**src/rtl/dcache_line_controller.sv**
```systemverilog
// rtl/dcache_line_controller.sv - serialises cache line writebacks and fills into single-word memory beats
module dcache_line_controller #(
  parameter int LINE_WORDS = 8,
  parameter int WORD_WIDTH = 32,
  parameter int ADDR_WIDTH = 32
) (
  input  logic                             clk,
  input  logic                             reset,
  input  logic                             miss_req,
  input  logic [ADDR_WIDTH-1:0]            miss_address,
  input  logic                             wb_req,
  input  logic [ADDR_WIDTH-1:0]            wb_address,
  input  logic [LINE_WORDS*WORD_WIDTH-1:0] wb_data,
  output logic [LINE_WORDS*WORD_WIDTH-1:0] line_data,
  output logic                             line_valid,
  output logic                             wb_ack,
  output logic                             busy,
  output logic                             mem_req,
  output logic                             mem_we,
  output logic [ADDR_WIDTH-1:0]            mem_address,
  output logic [WORD_WIDTH-1:0]            mem_wdata,
  input  logic                             mem_ready,
  input  logic [WORD_WIDTH-1:0]            mem_rdata
);
  localparam int LINE_W = LINE_WORDS * WORD_WIDTH;
  localparam int BEAT_W = $clog2(LINE_WORDS);
  localparam int BYTE_W = $clog2(WORD_WIDTH / 8);
  localparam int OFFS_W = BEAT_W + BYTE_W;
  localparam logic [BEAT_W-1:0] LAST_BEAT = BEAT_W'(LINE_WORDS - 1);

  typedef enum logic [1:0] {IDLE, WB_BURST, FILL_BURST, DONE} state_t;

  state_t                     state_q, state_d;
  logic [BEAT_W-1:0]          beat_q, beat_d;
  logic [BEAT_W-1:0]          next_beat;
  logic [ADDR_WIDTH-OFFS_W-1:0] base_line_q, base_line_d;
  logic [LINE_W-1:0]          wb_data_q, wb_data_d;
  logic [LINE_W-1:0]          line_data_q, line_data_d;
  logic                       line_valid_q, line_valid_d;
  logic                       wb_ack_q, wb_ack_d;
  logic                       busy_q, busy_d;
  logic                       mem_req_q, mem_req_d;
  logic                       mem_we_q, mem_we_d;
  logic [ADDR_WIDTH-1:0]      mem_address_q, mem_address_d;
  logic [WORD_WIDTH-1:0]      mem_wdata_q, mem_wdata_d;

  // Byte offset within the line is irrelevant: bursts always start at the line base.
  logic unused_offset_bits;
  assign unused_offset_bits = ^{wb_address[OFFS_W-1:0], miss_address[OFFS_W-1:0]};

  // Next state and registered outputs; the first burst cycle only launches beat 0
  always_comb begin
    state_d       = state_q;
    beat_d        = beat_q;
    next_beat     = beat_q + 1'b1;
    base_line_d   = base_line_q;
    wb_data_d     = wb_data_q;
    line_data_d   = line_data_q;
    line_valid_d  = 1'b0;
    wb_ack_d      = 1'b0;
    mem_req_d     = mem_req_q;
    mem_we_d      = mem_we_q;
    mem_address_d = mem_address_q;
    mem_wdata_d   = mem_wdata_q;
    case (state_q)
      IDLE: begin
        if (wb_req) begin
          state_d     = WB_BURST;
          base_line_d = wb_address[ADDR_WIDTH-1:OFFS_W];
          wb_data_d   = wb_data;
        end else if (miss_req) begin
          state_d     = FILL_BURST;
          base_line_d = miss_address[ADDR_WIDTH-1:OFFS_W];
        end
      end
      WB_BURST, FILL_BURST: begin
        if (!mem_req_q) begin
          mem_req_d     = 1'b1;
          mem_we_d      = (state_q == WB_BURST);
          mem_address_d = {base_line_q, beat_q, {BYTE_W{1'b0}}};
          mem_wdata_d   = (state_q == WB_BURST) ? wb_data_q[WORD_WIDTH*beat_q +: WORD_WIDTH] : '0;
        end else if (mem_ready) begin
          if (state_q == FILL_BURST) begin
            line_data_d[WORD_WIDTH*beat_q +: WORD_WIDTH] = mem_rdata;
          end
          if (beat_q == LAST_BEAT) begin
            state_d       = DONE;
            beat_d        = '0;
            mem_req_d     = 1'b0;
            mem_we_d      = 1'b0;
            mem_address_d = '0;
            mem_wdata_d   = '0;
            wb_ack_d      = (state_q == WB_BURST);
            line_valid_d  = (state_q == FILL_BURST);
          end else begin
            beat_d        = next_beat;
            mem_address_d = {base_line_q, next_beat, {BYTE_W{1'b0}}};
            mem_wdata_d   = (state_q == WB_BURST) ? wb_data_q[WORD_WIDTH*next_beat +: WORD_WIDTH] : '0;
          end
        end
      end
      DONE: begin
        state_d = IDLE;
      end
      default: begin
        state_d = IDLE;
      end
    endcase
    busy_d = (state_d != IDLE);
  end

  // State and output registers; reset aborts any burst and clears every capture
  always_ff @(posedge clk or posedge reset) begin
    if (reset) begin
      state_q       <= IDLE;
      beat_q        <= '0;
      base_line_q   <= '0;
      wb_data_q     <= '0;
      line_data_q   <= '0;
      line_valid_q  <= 1'b0;
      wb_ack_q      <= 1'b0;
      busy_q        <= 1'b0;
      mem_req_q     <= 1'b0;
      mem_we_q      <= 1'b0;
      mem_address_q <= '0;
      mem_wdata_q   <= '0;
    end else begin
      state_q       <= state_d;
      beat_q        <= beat_d;
      base_line_q   <= base_line_d;
      wb_data_q     <= wb_data_d;
      line_data_q   <= line_data_d;
      line_valid_q  <= line_valid_d;
      wb_ack_q      <= wb_ack_d;
      busy_q        <= busy_d;
      mem_req_q     <= mem_req_d;
      mem_we_q      <= mem_we_d;
      mem_address_q <= mem_address_d;
      mem_wdata_q   <= mem_wdata_d;
    end
  end

  assign line_data   = line_data_q;
  assign line_valid  = line_valid_q;
  assign wb_ack      = wb_ack_q;
  assign busy        = busy_q;
  assign mem_req     = mem_req_q;
  assign mem_we      = mem_we_q;
  assign mem_address = mem_address_q;
  assign mem_wdata   = mem_wdata_q;
endmodule

```
**config.mk**
```make
export PLATFORM = sky130hd
export DESIGN_NAME = dcache_line_controller
export DESIGN_NICKNAME = d
export VERILOG_FILES = /design/src/rtl/dcache_line_controller.sv
export SDC_FILE = /design/constraint.sdc
export NUM_CORES = 1
export LEC_CHECK = 0
export BUFFER_PORTS_ARGS = -buffer_cell sky130_fd_sc_hd__clkbuf_2
export CORE_MARGIN = 1.5
export CORE_UTILIZATION = 36
export DETAILED_ROUTE_END_ITERATION = 10
export PLACE_DENSITY_LB_ADDON = 0.25
export SLEW_MARGIN = 5
export SYNTH_ARGS = -nofsm -noshare
export SYNTH_HDL_FRONTEND = slang
export SYNTH_SLANG_ARGS = --single-unit
```
**constraint.sdc**
```tcl
create_clock -name clk -period 37.1 [get_ports clk]
set_clock_uncertainty 0.15 [all_clocks]
set_input_delay 5.565 -clock clk [delete_from_list [all_inputs] [get_ports clk]]
set_output_delay 5.565 -clock clk [all_outputs]
set_load 0.02 [all_outputs]
```
==> Yosys cells after proc, flatten, opt, wreduce, memory -nomap -nowiden <==
Cells that the tools add are included.
W data, S select, Z words.
{ "classes": {"n_shift": 4, "muxes": 32, "n_addsub": 2, "n_reduce_logical": 10, "eq_ne": 6} }
{ "op_table": {"columns": ["cell", "count"], "rows": [
  ["$shiftx A256 B9 Y32", 2],
  ["$bwmux W256", 1],
  ["$mux W32", 8],
  ["$shift A32 B34 Y256 const A", 1],
  ["$shiftx A32 B34 Y256", 1],
  ["$mux W27", 2],
  ["$neg A8 Y34", 1],
  ["$mux W1", 14],
  ["$mux W2", 5],
  ["$pmux W2 S3", 1],
  ["$reduce_and A2 Y1", 3],
  ["$reduce_and A3 Y1", 2],
  ["$eq A2 B2 Y1 const B", 2],
  ["$reduce_and A4 Y1", 1],
  ["$reduce_bool A2 Y1", 2],
  ["$add A3 B1 Y3 const B", 1],
  ["$eq A3 B3 Y1 const B", 1],
  ["$mux W3", 1],
  ["$eq A2 B1 Y1 const B", 1],
  ["$logic_not A2 Y1", 1],
  ["$ne A2 B1 Y1 const B", 1],
  ["$ne A2 B2 Y1 const B", 1],
  ["$reduce_or A2 Y1", 1]
]} }
{ "totals": {"register_bits": 613, "out_inout_bits": 325, "in_bits": 357} }

==> Depth between registers and ports, before layout <==
Gate-level depths: netlist of run 1.
{ "logic_depth": {"word_depth": 6, "ltp_mapped": 11} }

==> Least setup slack after synthesis of run 1 <==
Ideal clock, no wire load.
{ "synth_timing": {"path_type": "in2reg", "startpoint": "input port mem_ready", "endpoint": "register line_data_q[128] (netlist: line_data[128])", "path_buffers": 3, "path_stages": 6, "slack_ns": 29.900, "setup_ns": 0.125, "t_arrival_ns": 6.925, "required_time_ns": 36.825, "path_cell_list": "and4b_1 -> clkbuf_1 -> or4b_1 -> buf_2 -> buf_6 -> mux2_4"} }
{ "synth_via": {"elab_chain_len": 1} }
{ "synth_lines": {"columns": ["element", "line", "source"], "rows": [
  ["start, declared", "22", "input logic mem_ready,"],
  ["$reduce_and A4 Y1 (no line)", null, null],
  ["end signal, assigned", "132", "line_data_q <= line_data_d;"],
  ["end, declared", "38", "logic [LINE_W-1:0] line_data_q, line_data_d;"]
]} }
No other way between the ends.
A chain may end at the register's enable or synchronous reset.

==> impl_metrics.py, run 1 <==
metrics = {
    "run": {
        "maxCapViolations": 0,
    },
    "yosys": {
        "yosysWarningCount": 0,
        "netlist_area_sq_um": 27600,
        "syn_avg_cell_area_sq_um": 13.6,
        "synth.distinct_cells": 41,
        "synth_cells": 2035,
        "synth_seq_area_share": 0.554,
        "async_flop_share": 1.00,
        "synth-edff-count": 0,
        "ys_seq_elements": 611,
        "ys.flop_type": "dfrtp_1",
    },
    "critical_path": {
        "critPathMaxFanout": 150,
        "path_cells": "clkbuf_2, inv_8, buf_4, buf_12, buf_4",
        "crit_arrival_ps": 8850,
        "startpoint_type": "primary input",
        "crit_required_ps": 37530,
        "cp_common_cell": "buf_4",
        "slowest_delay_ps": 870,
        "critical_path_class": "in2async",
        "endpoint_kind": "async pin",
        "cp_slowest_cell": "buf_4",
    },
    "routing": {
        "drt-total-wl_mm": 86.3,
        "drc": 0,
        "first_pass_iters": 5,
        "antenna_left": 0,
        "drt-initial-drc-count": 1068,
        "route.vias.total": 19393,
        "viasPerCell": 5.19,
        "wl_per_cell_um": 23.1,
    },
    "placement": {
        "io_buffers": 669,
        "place_congestion": 0.841,
        "place_ws_ps": 27860,
        "dp_cells": 3609,
        "hpwl_mm": 58.5,
    },
    "timing": {
        "hold_viol_final": 0,
        "min_period_ps": 8420,
        "drv_slew": 0,
        "layout_setup_ws_ps": 28680,
        "slew_headroom": 0.152,
        "post-route-period-util": 0.227,
        "worst_pin_slew_ps": 1270,
        "rsz0062_at_grt": "no",
        "fmax_mhz": 119,
        "setup_viol": 0,
        "tns_ps": 0,
    },
    "clocking": {
        "cts_resized": 0,
        "clockBufferDepth": 3,
        "htreeDepth": 3,
        "cts_buffers": 70,
        "cts_root_buf": "clkbuf_16",
        "cts_hold_buf": 0,
        "clk_latency_ps": 610,
        "clock_sinks": 611,
        "tritoncts": "built",
        "post_cts_buffers": 0,
        "path_clk_slew_ps": 60,
    },
    "global_routing": {
        "top_usage_layer": "met2",
        "grt_pass1_vias": 20506,
        "use_met2": 0.370,
        "gr-total-overflow": 0,
        "grt_max_degree": 151,
        "antenna_found_initial": 19,
        "met3_usage": 0.0645,
        "grtUsageTotal": 0.218,
        "grt_use_met1": 0.262,
        "grt_pass1_wl_mm": 129,
    },
    "floorplan": {
        "dieArea_sq_um": 78300,
        "core.rowCount": 101,
        "dieWidth_um": 280,
        "ios": 682,
        "core_area_sq_um": 75900,
        "start_util": 0.363,
        "die_y_um": 280,
    },
    "power_and_ir_drop": {
        "power_density_nw_per_um2": 93.5,
        "peakVddDrop_uv": 77.4,
        "leakagePower_nw": 16.9,
    },
    "finish": {
        "layout_commonest_cell": "clkbuf_2",
        "instances_no_fill": 3739,
        "finalNetCount": 3017,
        "area_growth_pct": 24.2,
        "utilization": 0.451,
        "mostFrequentLayoutCells": "669 x clkbuf_2, 609 x dfrtp_1, 420 x mux2_2",
        "drive_above_1_share": 0.497,
    },
    "hold_path": {
        "min_path_type": "reg2reg",
    },
    "run_status": {
        "status": "finished, final reports clean",
    },
}
[worst max-delay path: cells and delay by family]
kind                   cells  cell delay (ps)
buffers and inverters      5             3030
[path summary, 6_finish.rpt]
kind / from / to / slack [ps] / depth (start not counted)
max: reset / wb_data_q[108]$_DFFE_PP0P_ / 28680 / 5
min: line_data[63]$_DFFE_PP0P_ / line_data[63]$_DFFE_PP0P_ / 330 / 2
max reg2reg: beat_q[0]$_DFFE_PP0P_ / line_data[151]$_DFFE_PP0P_ / 32880 / 9
min reg2reg: line_data[63]$_DFFE_PP0P_ / line_data[63]$_DFFE_PP0P_ / 330 / 2
max in group clk: wb_req / wb_data_q[213]$_DFFE_PP0P_ / 28860 / 6
min in group asynchronous: reset / base_line_q[13]$_DFFE_PP0P_ / 4980 / 2
[cells in the mapped netlist, types with 30 or more instances]
library cell	count	area, sq um
dfrtp_1	611	15300
mux2_2	420	4730
mux2i_1	189	1890
nand2_1	188	706
o21ai_0	125	626
clkbuf_1	111	417
and2_1	65	407
a22oi_1	64	480
mux4_2	64	1440
a32oi_1	32	280
o31ai_1	32	240
buf_2	30	150
mux2_4	30	450
[cells by family after synthesis]
family	count (synthesis)	share of synthesized area
buf+inv	167	0.0253
fa+ha+maj	9	0.00408
flops	611	0.554
other cells	1	0.000136
simple gates	281	0.0463
mux	704	0.309
compound gates	262	0.0612
[sequential cells by signal (all words and copies together), names as in the netlist]
| name | flops |
|---|---|
| busy | 1 |
| wb_data_q | 256 |
| mem_req | 1 |
| beat_q | 3 |
| line_valid | 1 |
| line_data | 256 |
| mem_address | 30 |
| wb_ack | 1 |
| state_q | 2 |
| mem_wdata | 32 |
| mem_we | 1 |
| base_line_q | 27 |
[per-stage QoR]
step / total power (W) / instance area (sq um) / hold WS (ps)
final: 0.00320 / 34300 / 325
after global routing: 0.00340 / 34300 / 346
after CTS: 0.00324 / 34300 / 331
after detailed placement: 0.00253 / 31900 / 318
after global placement: 0.00248 / 31900 / 312
after floorplan: 0.00208 / 27600 / 300
[where the power goes]
part | switching (W) | internal [W]
sequential | 0.000198 | 0.000937
combinational | 0.000737 | 0.000631
clock | 0.000287 | 0.000414
[cell type report]
| type | instances | area [sq um] |
|---|---|---|
| diodes | 6 | 15.0 |
| fillers | 6973 | 41700 |
| well taps | 1030 | 1290 |
| multi-input cells | 1258 | 11700 |
| clock buffers | 102 | 2040 |
| inverters | 11 | 48.8 |
| clock inverters | 22 | 282 |
| repair buffers | 699 | 3590 |
| flip-flops and latches | 611 | 15300 |
[metal layers]
metal | vias up | wire length [um] | part of all wire
li1 | 8641 | - | -
met5 | - | 162 | 0.0019
met2 | 653 | 42500 | 0.49
met4 | 24 | 2760 | 0.032
met3 | 166 | 6790 | 0.079
met1 | 9909 | 34100 | 0.40
(Power assumes the default switching activity.)
==> run 2, diff against run 1 <==
- ABC_AREA: unset -> 1
- clock period: 37.1 -> 6.9 ns (I/O delays scaled with it)
==> run 2 against run 1 <==
Against the previous run:
- cell area increased by 3.1%
- largest power group unchanged
- utilization decreased by 0.32 points
- non-clock buffer count increased by 10
- sequential cell count unchanged
==> impl_metrics.py, run 2 <==
metrics = {
    "global_routing": {
        "antenna_found_initial": 23,
        "grtUsageTotal": 0.257,
        "grt_pass1_wl_mm": 159,
        "gr-total-overflow": 0,
        "grt_pass1_vias": 25409,
        "grt_max_degree": 227,
    },
    "critical_path": {
        "crit_family": "simple AND/OR/NAND/NOR gates",
        "critical_path_class": "reg2reg",
        "startpoint_type": "register",
        "crit_arrival_ps": 5060,
        "path_cells": "inv_8, ha_4, ha_1, inv_1, nor2_2, nand2_1, inv_2, nand3b_2, o21ai_0",
        "cp_slowest_cell": "nand3b_2",
        "critPathMaxFanout": 100,
        "endpoint_kind": "register",
        "critPathBufInv": 3,
        "slowest_delay_ps": 880,
        "crit_required_ps": 7210,
    },
    "floorplan": {
        "dieArea_sq_um": 81300,
        "core_area_sq_um": 78900,
        "ios": 682,
        "core.rowCount": 103,
        "die_y_um": 285,
        "dieWidth_um": 285,
        "start_util": 0.364,
    },
    "timing": {
        "worst_pin_slew_ps": 1180,
        "whs_ps": 324,
        "drv_slew": 0,
        "tns_ps": 0,
        "fmax_mhz": 210,
        "slew_headroom": 0.212,
        "min_period_ps": 4760,
        "setup_viol": 0,
        "hold_viol_final": 0,
        "rsz0062_at_grt": "no",
        "post-route-period-util": 0.689,
    },
    "routing": {
        "viasPerCell": 4.97,
        "drt-total-wl_mm": 106,
        "drc": 0,
        "first_pass_iters": 5,
        "route.vias.total": 27016,
        "drt-initial-drc-count": 2424,
        "wl_per_cell_um": 19.6,
        "antenna_left": 0,
    },
    "placement": {
        "dp_cells": 5294,
        "place_congestion": 0.939,
        "hpwl_mm": 72.5,
        "io_buffers": 669,
    },
    "yosys": {
        "ys_seq_elements": 611,
        "yosys.area.top_type": "dfrtp_1",
        "synth_top_area_frac": 0.533,
        "yosysMostFrequentCell": "nand2_1",
        "synth_seq_area_share": 0.533,
        "syn_avg_cell_area_sq_um": 7.58,
        "netlist_area_sq_um": 28700,
        "synth.distinct_cells": 26,
        "synth-edff-count": 0,
        "netlist_top_cells_count": "1153 x nand2_1, 611 x dfrtp_1, 436 x nand3_1",
        "ys.flop_type": "dfrtp_1",
        "synth_cells": 3783,
        "yosys-top-cells-area": "dfrtp_1 53%, nand2_1 15%, nand3_1 7.6%",
        "yosysWarningCount": 0,
        "async_flop_share": 1.00,
    },
    "clocking": {
        "cts_buffers": 72,
        "clk_latency_ps": 630,
        "tritoncts": "built",
        "cts_resized": 0,
        "cts_root_buf": "clkbuf_16",
        "clock_sinks": 611,
        "post_cts_buffers": 0,
        "path_clk_slew_ps": 60,
        "htreeDepth": 3,
        "clockBufferDepth": 3,
        "cts_hold_buf": 0,
    },
    "finish": {
        "mostFrequentLayoutCells": "1152 x nand2_1, 669 x clkbuf_2, 609 x dfrtp_1",
        "finalNetCount": 4684,
        "layout_commonest_cell": "nand2_1",
        "n_fill_cell": 8113,
        "multi_input_area_sq_um": 11100,
        "instances_no_fill": 5439,
        "seq_area_sq_um": 15300,
        "area_growth_pct": 23.2,
        "drive_above_1_share": 0.198,
    },
    "hold_path": {
        "min_path_type": "reg2reg",
    },
    "power_and_ir_drop": {
        "power_density_nw_per_um2": 524,
        "peakVddDrop_uv": 388,
        "leakagePower_nw": 19.2,
    },
    "run": {
        "maxCapViolations": 0,
    },
    "run_status": {
        "status": "finished, final reports clean",
    },
}
-- run 2: cell types whose count changed in the layout (fill, tap and decap cells not counted), sizes merged, moves of 316 or more --
cell	previous run	this run
nand2	188	1158
mux2	451	0
nand3	2	437
inv	16	371
nor2	10	365
a21oi	3	319
-- run 2: kinds of logic (layout without fill, tap and decap cells) --
family,Yosys count,after routing,share of synthesized area
buffers and inverters,617,1205,0.0831
flip-flops,611,611,0.533
adder cells (fa/ha/maj),9,9,0.00393
AND/OR/NAND/NOR,1967,1967,0.279
other,1,19,0.000131
AO/OA/AOI/OAI,578,578,0.101
-- run 2: final timing paths --
path                                        from                          to  slack (ps)  depth (start not counted)
setup / recovery           beat_q[0]$_DFFE_PP0P_  line_data[151]$_DFFE_PP0P_        2140                          9
hold / removal                mem_we$_DFFE_PP0P_          mem_we$_DFFE_PP0P_         320                          2
setup reg to reg           beat_q[0]$_DFFE_PP0P_  line_data[151]$_DFFE_PP0P_        2140                          9
hold reg to reg               mem_we$_DFFE_PP0P_          mem_we$_DFFE_PP0P_         320                          2
max in group asynchronous                  reset   wb_data_q[99]$_DFFE_PP0P_        4570                          4
min in group asynchronous                  reset   wb_data_q[50]$_DFFE_PP0P_         450                          2
-- run 2: report_power, final --
part	switching, W	total, W	internal (W)	leakage (nW)
Sequential	0.000764	0.00581	0.00505	7.52
Clock	0.00165	0.00407	0.00242	1.25
Combinational	0.00619	0.00864	0.00245	10.5
Total	0.00860	0.0185	0.00992	19.2
-- run 2: per-layer routing --
metal  share of wire  up-vias  track usage  routed length (um)
met5         0.00068        -            0                  72
met4           0.032       10       0.0918                3420
met3           0.078      170       0.0518                8270
met2            0.47     1031        0.417               50400
met1            0.42    12805        0.340               44400
li1                -    13000            -                   -
-- run 2: area by class of cell --
type,count,share of cell area
Sequential cell,611,0.433
Multi-Input combinational cell,2556,0.313
Timing Repair Buffer,709,0.105
Clock buffer,86,0.0553
Inverter,368,0.0394
Tap cell,1050,0.0372
Clock inverter,42,0.0161
Antenna cell,17,0.00120
-- run 2: tightest hold or removal path, cell delays in order, from the launching register on --
cell	delay, ps
dfrtp_1	340
nand2_1	50
nand2_1	50
-- run 2: per-stage QoR --
step	worst slack [ps]	power [W]	cell area, sq um	util
finish	2140	0.0185	35300	0.448
global route	1880	0.0199	35300	0.448
CTS	2090	0.0186	35300	0.447
detailed placement	2150	0.0145	32800	0.415
global placement	2180	0.0143	32800	0.415
floorplan	-2620	0.0115	28700	-
